$ cat config.mk
export PLATFORM = sky130hd
export DESIGN_NAME = gene_attractor_detect
export DESIGN_NICKNAME = d
export VERILOG_FILES = /design/src/rtl/gene_attractor_detect.sv
export SDC_FILE = /design/constraint.sdc
export NUM_CORES = 1
export LEC_CHECK = 0
export ABC_AREA = 1
export CORE_MARGIN = 2
export CORE_UTILIZATION = 25
export CTS_CLUSTER_DIAMETER = 40
export DETAILED_ROUTE_END_ITERATION = 12
export PLACE_DENSITY = 0.47
export RECOVER_POWER = 50
export SKIP_LAST_GASP = 1
export SLEW_MARGIN = 20
export SYNTH_ARGS = -nofsm -noshare
export SYNTH_HDL_FRONTEND = slang
export SYNTH_SLANG_ARGS = --single-unit
$ cat constraint.sdc
create_clock -name clk -period 8.6 [get_ports clk]
set_input_delay 1.72 -clock clk [delete_from_list [all_inputs] [get_ports clk]]
set_output_delay 1.72 -clock clk [all_outputs]
set_load 0.02 [all_outputs]
$ cat src/rtl/gene_attractor_detect.sv
// gene_attractor_detect
//
// Watches the stream of network state vectors from the gene-network update engine
// and reports the first recurrence of any state within the last MAX_PERIOD accepted
// samples. It detects fixed points (period 1) and limit cycles up to MAX_PERIOD. It
// also reports the attractor period and the transient length. If MAX_STEPS samples
// are accepted without a recurrence, it flags a timeout instead.
//
// Ports
//   clk        rising-edge clock
//   rst        synchronous, active-high reset
//   start      one-cycle pulse: clear history/results and begin a new trajectory
//   x_valid    x carries a new network state this cycle
//   x          current network state (WIDTH genes)
//   busy       high while tracking a trajectory
//   found      attractor detected (sticky until start/rst)
//   timeout    MAX_STEPS reached without detection (sticky until start/rst)
//   period     detected period, 0 when not found
//   transient  samples preceding the first occurrence of the recurring state
//   steps      accepted samples since start (saturating)
//
// All outputs are registered. A deciding sample accepted on edge N is reflected on
// found/timeout/period/transient immediately after edge N.

module gene_attractor_detect #(
    parameter int unsigned WIDTH      = 8,
    parameter int unsigned MAX_PERIOD = 8,
    parameter int unsigned STEP_W     = 8,
    parameter int unsigned MAX_STEPS  = 200,
    localparam int unsigned PW        = $clog2(MAX_PERIOD + 1)
) (
    input  logic              clk,
    input  logic              rst,
    input  logic              start,
    input  logic              x_valid,
    input  logic [WIDTH-1:0]  x,
    output logic              busy,
    output logic              found,
    output logic              timeout,
    output logic [PW-1:0]     period,
    output logic [STEP_W-1:0] transient,
    output logic [STEP_W-1:0] steps
);

    typedef enum logic [1:0] {
        StIdle,
        StTrack,
        StFound,
        StTimeout
    } state_e;

    state_e state_q, state_d;

    // hist_q[k] holds the sample accepted k samples ago.
    logic [WIDTH-1:0]    hist_q  [1:MAX_PERIOD];
    logic [WIDTH-1:0]    hist_d  [1:MAX_PERIOD];
    logic [WIDTH-1:0]    hist_sh [1:MAX_PERIOD];
    logic [MAX_PERIOD:1] vld_q, vld_d, vld_sh;

    logic [STEP_W-1:0] steps_q, steps_d, steps_inc;
    logic [STEP_W-1:0] transient_q, transient_d;
    logic [PW-1:0]     period_q, period_d;
    logic              found_q, found_d;
    logic              timeout_q, timeout_d;
    logic              busy_q, busy_d;

    logic          match;
    logic [PW-1:0] match_k;

    // Parallel compare against every valid history entry. The loop runs from the
    // oldest entry down to the newest, so the smallest matching index wins. That
    // yields the fundamental period, never a multiple of it.
    always_comb begin
        match   = 1'b0;
        match_k = '0;
        for (int k = int'(MAX_PERIOD); k >= 1; k--) begin
            if (vld_q[k] && (hist_q[k] == x)) begin
                match   = 1'b1;
                match_k = PW'(k);
            end
        end
    end

    // History as it would look after accepting x.
    always_comb begin
        hist_sh    = hist_q;
        vld_sh     = vld_q;
        hist_sh[1] = x;
        vld_sh[1]  = 1'b1;
        for (int k = 2; k <= int'(MAX_PERIOD); k++) begin
            hist_sh[k] = hist_q[k-1];
            vld_sh[k]  = vld_q[k-1];
        end
    end

    assign steps_inc = (steps_q == '1) ? steps_q : steps_q + STEP_W'(1);

    always_comb begin
        state_d     = state_q;
        hist_d      = hist_q;
        vld_d       = vld_q;
        steps_d     = steps_q;
        transient_d = transient_q;
        period_d    = period_q;
        found_d     = found_q;
        timeout_d   = timeout_q;

        if (start) begin
            state_d     = StTrack;
            vld_d       = '0;
            steps_d     = '0;
            transient_d = '0;
            period_d    = '0;
            found_d     = 1'b0;
            timeout_d   = 1'b0;
            // A sample that arrives with start is sample 1. The history is empty, so
            // no compare is made.
            if (x_valid) begin
                hist_d[1] = x;
                vld_d[1]  = 1'b1;
                steps_d   = STEP_W'(1);
                if (STEP_W'(1) == STEP_W'(MAX_STEPS)) begin
                    timeout_d = 1'b1;
                    state_d   = StTimeout;
                end
            end
        end else begin
            case (state_q)
                StTrack: begin
                    if (x_valid) begin
                        hist_d  = hist_sh;
                        vld_d   = vld_sh;
                        steps_d = steps_inc;
                        if (match) begin
                            // The first occurrence of x was (steps_q - k) samples in.
                            // This difference cannot underflow: k is at most the
                            // number of valid entries, which is at most steps_q.
                            period_d    = match_k;
                            transient_d = steps_q - STEP_W'(match_k);
                            found_d     = 1'b1;
                            state_d     = StFound;
                        end else if (steps_inc == STEP_W'(MAX_STEPS)) begin
                            timeout_d = 1'b1;
                            state_d   = StTimeout;
                        end
                    end
                end
                // IDLE waits for start. FOUND and TIMEOUT hold every output.
                default: ;
            endcase
        end

        busy_d = (state_d == StTrack);
    end

    always_ff @(posedge clk) begin
        if (rst) begin
            state_q     <= StIdle;
            vld_q       <= '0;
            steps_q     <= '0;
            transient_q <= '0;
            period_q    <= '0;
            found_q     <= 1'b0;
            timeout_q   <= 1'b0;
            busy_q      <= 1'b0;
            for (int k = 1; k <= int'(MAX_PERIOD); k++) begin
                hist_q[k] <= '0;
            end
        end else begin
            state_q     <= state_d;
            hist_q      <= hist_d;
            vld_q       <= vld_d;
            steps_q     <= steps_d;
            transient_q <= transient_d;
            period_q    <= period_d;
            found_q     <= found_d;
            timeout_q   <= timeout_d;
            busy_q      <= busy_d;
        end
    end

    assign busy      = busy_q;
    assign found     = found_q;
    assign timeout   = timeout_q;
    assign period    = period_q;
    assign transient = transient_q;
    assign steps     = steps_q;

endmodule

# Word-level counts from Yosys, hierarchy flattened
# Cells that the tools add are included.
dict set report op_classes {
  add_sub_neg 2
  eq_ne 12
  bitwise 2
  mux 34
  n_reduce_logical 17
}
# cell n
set ops {}
lappend ops {{$mux 64} 2}
lappend ops {{$eq 8x8->1} 8}
lappend ops {{$mux 8} 6}
lappend ops {{$mux 4} 8}
lappend ops {{$eq 8x8->1 const B} 2}
lappend ops {{$mux 1} 13}
lappend ops {{$mux 2} 5}
lappend ops {{$add 8x1->8 const B} 1}
lappend ops {{$logic_and 1x1->1} 8}
lappend ops {{$sub 8x4->8} 1}
lappend ops {{$reduce_and 2->1} 3}
lappend ops {{$reduce_and 3->1} 2}
lappend ops {{$eq 2x1->1 const B} 2}
lappend ops {{$reduce_and 4->1} 1}
lappend ops {{$reduce_bool 2->1} 2}
lappend ops {{$not 1->1} 2}
lappend ops {{$reduce_or 2->1} 1}
dict set report word_totals {
  register_bits 97
  output_inout_bits 23
}

# Longest topological paths before layout
dict set report logic_depth {
  ltp_word 15
  depth_mapped 22
  depth_no_buf 21
}

# Worst setup path after synthesis
# OpenSTA, ideal clock, no wires.
dict set report synth_path {
  path_kind {input-to-reg}
  start {input x[4]}
  end {register transient_q[7], in the netlist transient[7]}
  setup_ps 113
  arrival_time_ps 3902
  path_stages 19
  slack_ps 4585
  required_ps 8487
  path_cell_list {buf_2 > inv_1 > nand2_1 > nand2_1 > nor3_1 > nand2_1 > nand2_1 > inv_1 > a21oi_1 > inv_1 > ha_1 > nand2_1 > o21ai_0 > nand2_1 > nand2_1 > nor3_1 > xor2_1 > o21ai_1 > nor2_1}
}
dict set report synth_between {
  word_cells_on_any_way 34
  classes_between {add/sub: 1; eq/ne: 8; mux: 16; reduce/logical: 9}
}
# item line_no
set synth_rtl {}
lappend synth_rtl {{start: declaration} 36} ;# input logic [WIDTH-1:0] x,
lappend synth_rtl {{$eq 8x8->1} 77} ;# if (vld_q[k] && (hist_q[k] == x)) begin
lappend synth_rtl {{$logic_and 1x1->1} 77}
lappend synth_rtl {{$mux 4 (6 in a row)} 77}
lappend synth_rtl {{$mux 4 *} 77}
lappend synth_rtl {{named net match_k[1]} 68} ;# logic [PW-1:0] match_k;
lappend synth_rtl {{$sub 8x4->8 *} 139} ;# transient_d = steps_q - STEP_W'(match_k);
lappend synth_rtl {{end signal: assignment} 174} ;# transient_q <= transient_d;
lappend synth_rtl {{end: declaration} 61} ;# logic [STEP_W-1:0] transient_q, transient_d;
# The timed path passes the listed nets; every way through them passes the cells marked *.
# A chain may end at the register's enable or synchronous reset.

# Worst setup path in the final report
dict set report layout_path {
  start {input x_valid}
  end {register hist_q[17] in the netlist's numbering}
}
dict set report layout_between {
  elab_chain_cells 1
}
# item line_no
set layout_lines {}
lappend layout_lines {{start: declaration} 35} ;# input logic x_valid,
lappend layout_lines {{$reduce_and 3->1 (no source line)} --}
lappend layout_lines {{end signal: assignment} 171} ;# hist_q <= hist_d;
lappend layout_lines {{end: declaration} 55} ;# logic [WIDTH-1:0] hist_q [1:MAX_PERIOD];
# Every way passes these cells.

==> results.yml <==
setup_path:
  slowest_delay_ps: 2380
  slowest_stage: "clkbuf_1"
  cp_common_cell: "inv_1"
  critPathBufInv: 5
  critPathMaxFanout: 88
  cp-start-kind: "input port"
  required_ps: 8830
  crit_family: "buffers and inverters"
  cp-end-kind: "register"
  critPathKind: "input port to register"
  path_cells: "dlygate4sd3_1, inv_1, nor2_1, nand2_1, nor2_4, clkbuf_1, inv_1, buf_4, o21ai_0, a21oi_1"
  crit_arrival_ps: 6150
logic_synthesis:
  syn_avg_cell_area_sq_um: 6.593
  synth_nets: 791
  yosys_register_bits: 97
  synth_cell_type_count: 39
  syn-cell-area_sq_um: 5096
  synthCells: 773
  yosys_warnings: 0
  yosysSeqAreaShare_pct: 38.10
sta:
  finalWorstSetupSlack_ps: 2675
  max_clock_freq_ghz: 0.1688
  finalSetupTns_ps: 0
  slew_headroom_pct: -125.1
  period_share_pct: 68.90
  whs_ps: 468.6
  skew_ps: 8.726
  setup_viol: 0
  rsz0062_at_grt: "false"
  hold_violations: 0
  tightestPinTransition_ps: 3376
  final-max-slew-violation-count: 89
  min_period_ps: 5925
floorplanning:
  dieWidth_um: 146.8
  die-height_um: 146.8
  dieArea_sq_um: 21540
  rows: 52
  initial_utilization_pct: 25.35
  io_pins: 35
  coreArea_sq_um: 20100
placement:
  dpl_worst_slack_ps: 3454
  place_area_sq_um: 5653
  portBuffers: 34
  gp_congestion: 0.8520
  dp_hpwl_mm: 10.55
power_and_ir_drop:
  leakage_nw: 2.574
  p_per_area_nw_per_um2: 168.8
  ir_drop_mv: 0.1032
hold_path:
  worstHoldPathType: "register to register"
global_route:
  met3_usage_pct: 2.174
  use_met1_pct: 18.94
  grt_use_total_pct: 13.86
  use_met2_pct: 22.14
  grt_max_degree: 89
  first_global_vias: 4437
  gr-total-overflow: 0
  antenna_found_initial: 0
  grt_pass1_wl_mm: 23.58
  busiest_layer: "met2"
cts:
  clock_path_buffers: 2
  post_cts_buffers: 0
  cts_tree: "done"
  holdBufCountCts: 0
  cts.sinks: 97
  htree_levels: 3
  path_clk_slew_ps: 70
  clockRootBuffer: "clkbuf_16"
  insertion_delay_ps: 360
  ctsResizeCount: 0
  cts_buffers: 9
run_status:
  violations: "max-capacitance violations, max-slew violations"
  outcome: "finished with violations"
final_layout:
  final_nets: 806
  fin_util_pct: 29.61
  drive_above_1_share_pct: 5.422
  design_area_sq_um: 5953
  area_delta_synth_final_pct: 16.82
  final_common_cell: "nand2_1"
  final_cell_mix: "nand2_1, dfxtp_1, nor2_1"
  num-fill-cells: 2237
  n_antenna_cell: 0
drt:
  num_vias: 4643
  first_pass_iters: 4
  drc: 0
  wire_per_inst_um: 13.65
  viasPerCell: 4.368
  antenna_left: 0
  drtIter0Drc: 294
  wl_mm: 14.51
run:
  cap_violations: 1
[kinds of logic (layout without fill, tap and decap cells)]
group	after synthesis	after routing	synth area share, %
compound gates	178	178	17.97
xor+xnor	25	25	4.297
fa+ha+maj	6	6	1.620
buf+inv	125	145	9.821
flops	97	97	38.10
simple gates	342	342	28.19
[cells in the mapped netlist (all sizes together)]
cell type  instances  area, sq um
o22ai              1        6.260
nand2b             1        6.260
o2111a             1        11.26
o21ai             91        455.4
a211oi             1        7.510
nand3             37        190.2
nor3               5        30.03
xnor2             10        87.58
buf               13        78.82
clkbuf            21        80.07
xor2              15        131.4
fa                 1        20.02
or2                6        37.54
ha                 5        62.56
a21boi             1        7.510
nand4              4        25.02
inv               91        341.6
nor2b              1        6.260
a31oi              1        6.260
nor2              96        389.1
nand2            192        752.0
a21oi             82        421.7
dfxtp             97         1942
[path summary, 6_finish.rpt]
check,startpoint,to,slack (ps),depth (start not counted)
setup / recovery,x_valid,hist_q[17],2680,10
hold / removal,period[2],period[2],470,2
hold reg to reg,period[2],period[2],470,2
setup reg to reg,state_q[1],hist_q[17],4330,8
[per-stage QoR]
stage	std cells	power, mW
global route	1063	1.055
detailed placement	1047	0.5986
global placement	1047	0.6000
floorplan	773	0.5624
CTS	1063	1.019
finish	1063	1.005
[registers in the layout (all words and copies together), names as in the netlist, 2 cells and up]
signal / flops
hist_q: 64
steps: 8
transient: 8
vld_q: 8
period: 4
state_q: 2
[worst reg2reg max path: stages, from the launching register on]
cell      delay, ps
dfxtp_1         320
nor2_1          140
nand2_1         360
nor2_4          170
clkbuf_1       2380
inv_1           120
buf_4           380
o21ai_0         230
a21oi_1          60
[where the power goes]
| group | internal [mW] | total (mW) | leakage [nW] | switching, mW |
|---|---|---|---|---|
| Clock | 0.229 | 0.418 | 0.144 | 0.189 |
| Sequential | 0.466 | 0.480 | 0.790 | 0.0136 |
| Combinational | 0.0356 | 0.108 | 1.64 | 0.0722 |
| Total | 0.730 | 1.01 | 2.57 | 0.275 |
[final cells by class]
cell class | instances | area (sq um) | area share (%)
clock buffer | 9 | 225.2 | 3.783
multi-input combinational | 551 | 2661 | 44.70
tap | 270 | 337.8 | 5.675
clock inverter | 7 | 78.83 | 1.324
inverter | 91 | 341.6 | 5.738
sequential | 97 | 1942 | 32.62
timing repair buffer | 38 | 366.6 | 6.158
[routing by layer]
| layer | routed length (um) | part of all wire [%] | up-vias |
|---|---|---|---|
| met2 | 6607 | 46 | 79 |
| li1 | - | - | 2486 |
| met1 | 7138 | 49 | 2063 |
| met5 | 0 | 0 | - |
| met3 | 493 | 3.4 | 15 |
| met4 | 270 | 1.9 | 0 |
Note: power is estimated with default switching activity, not from simulation.
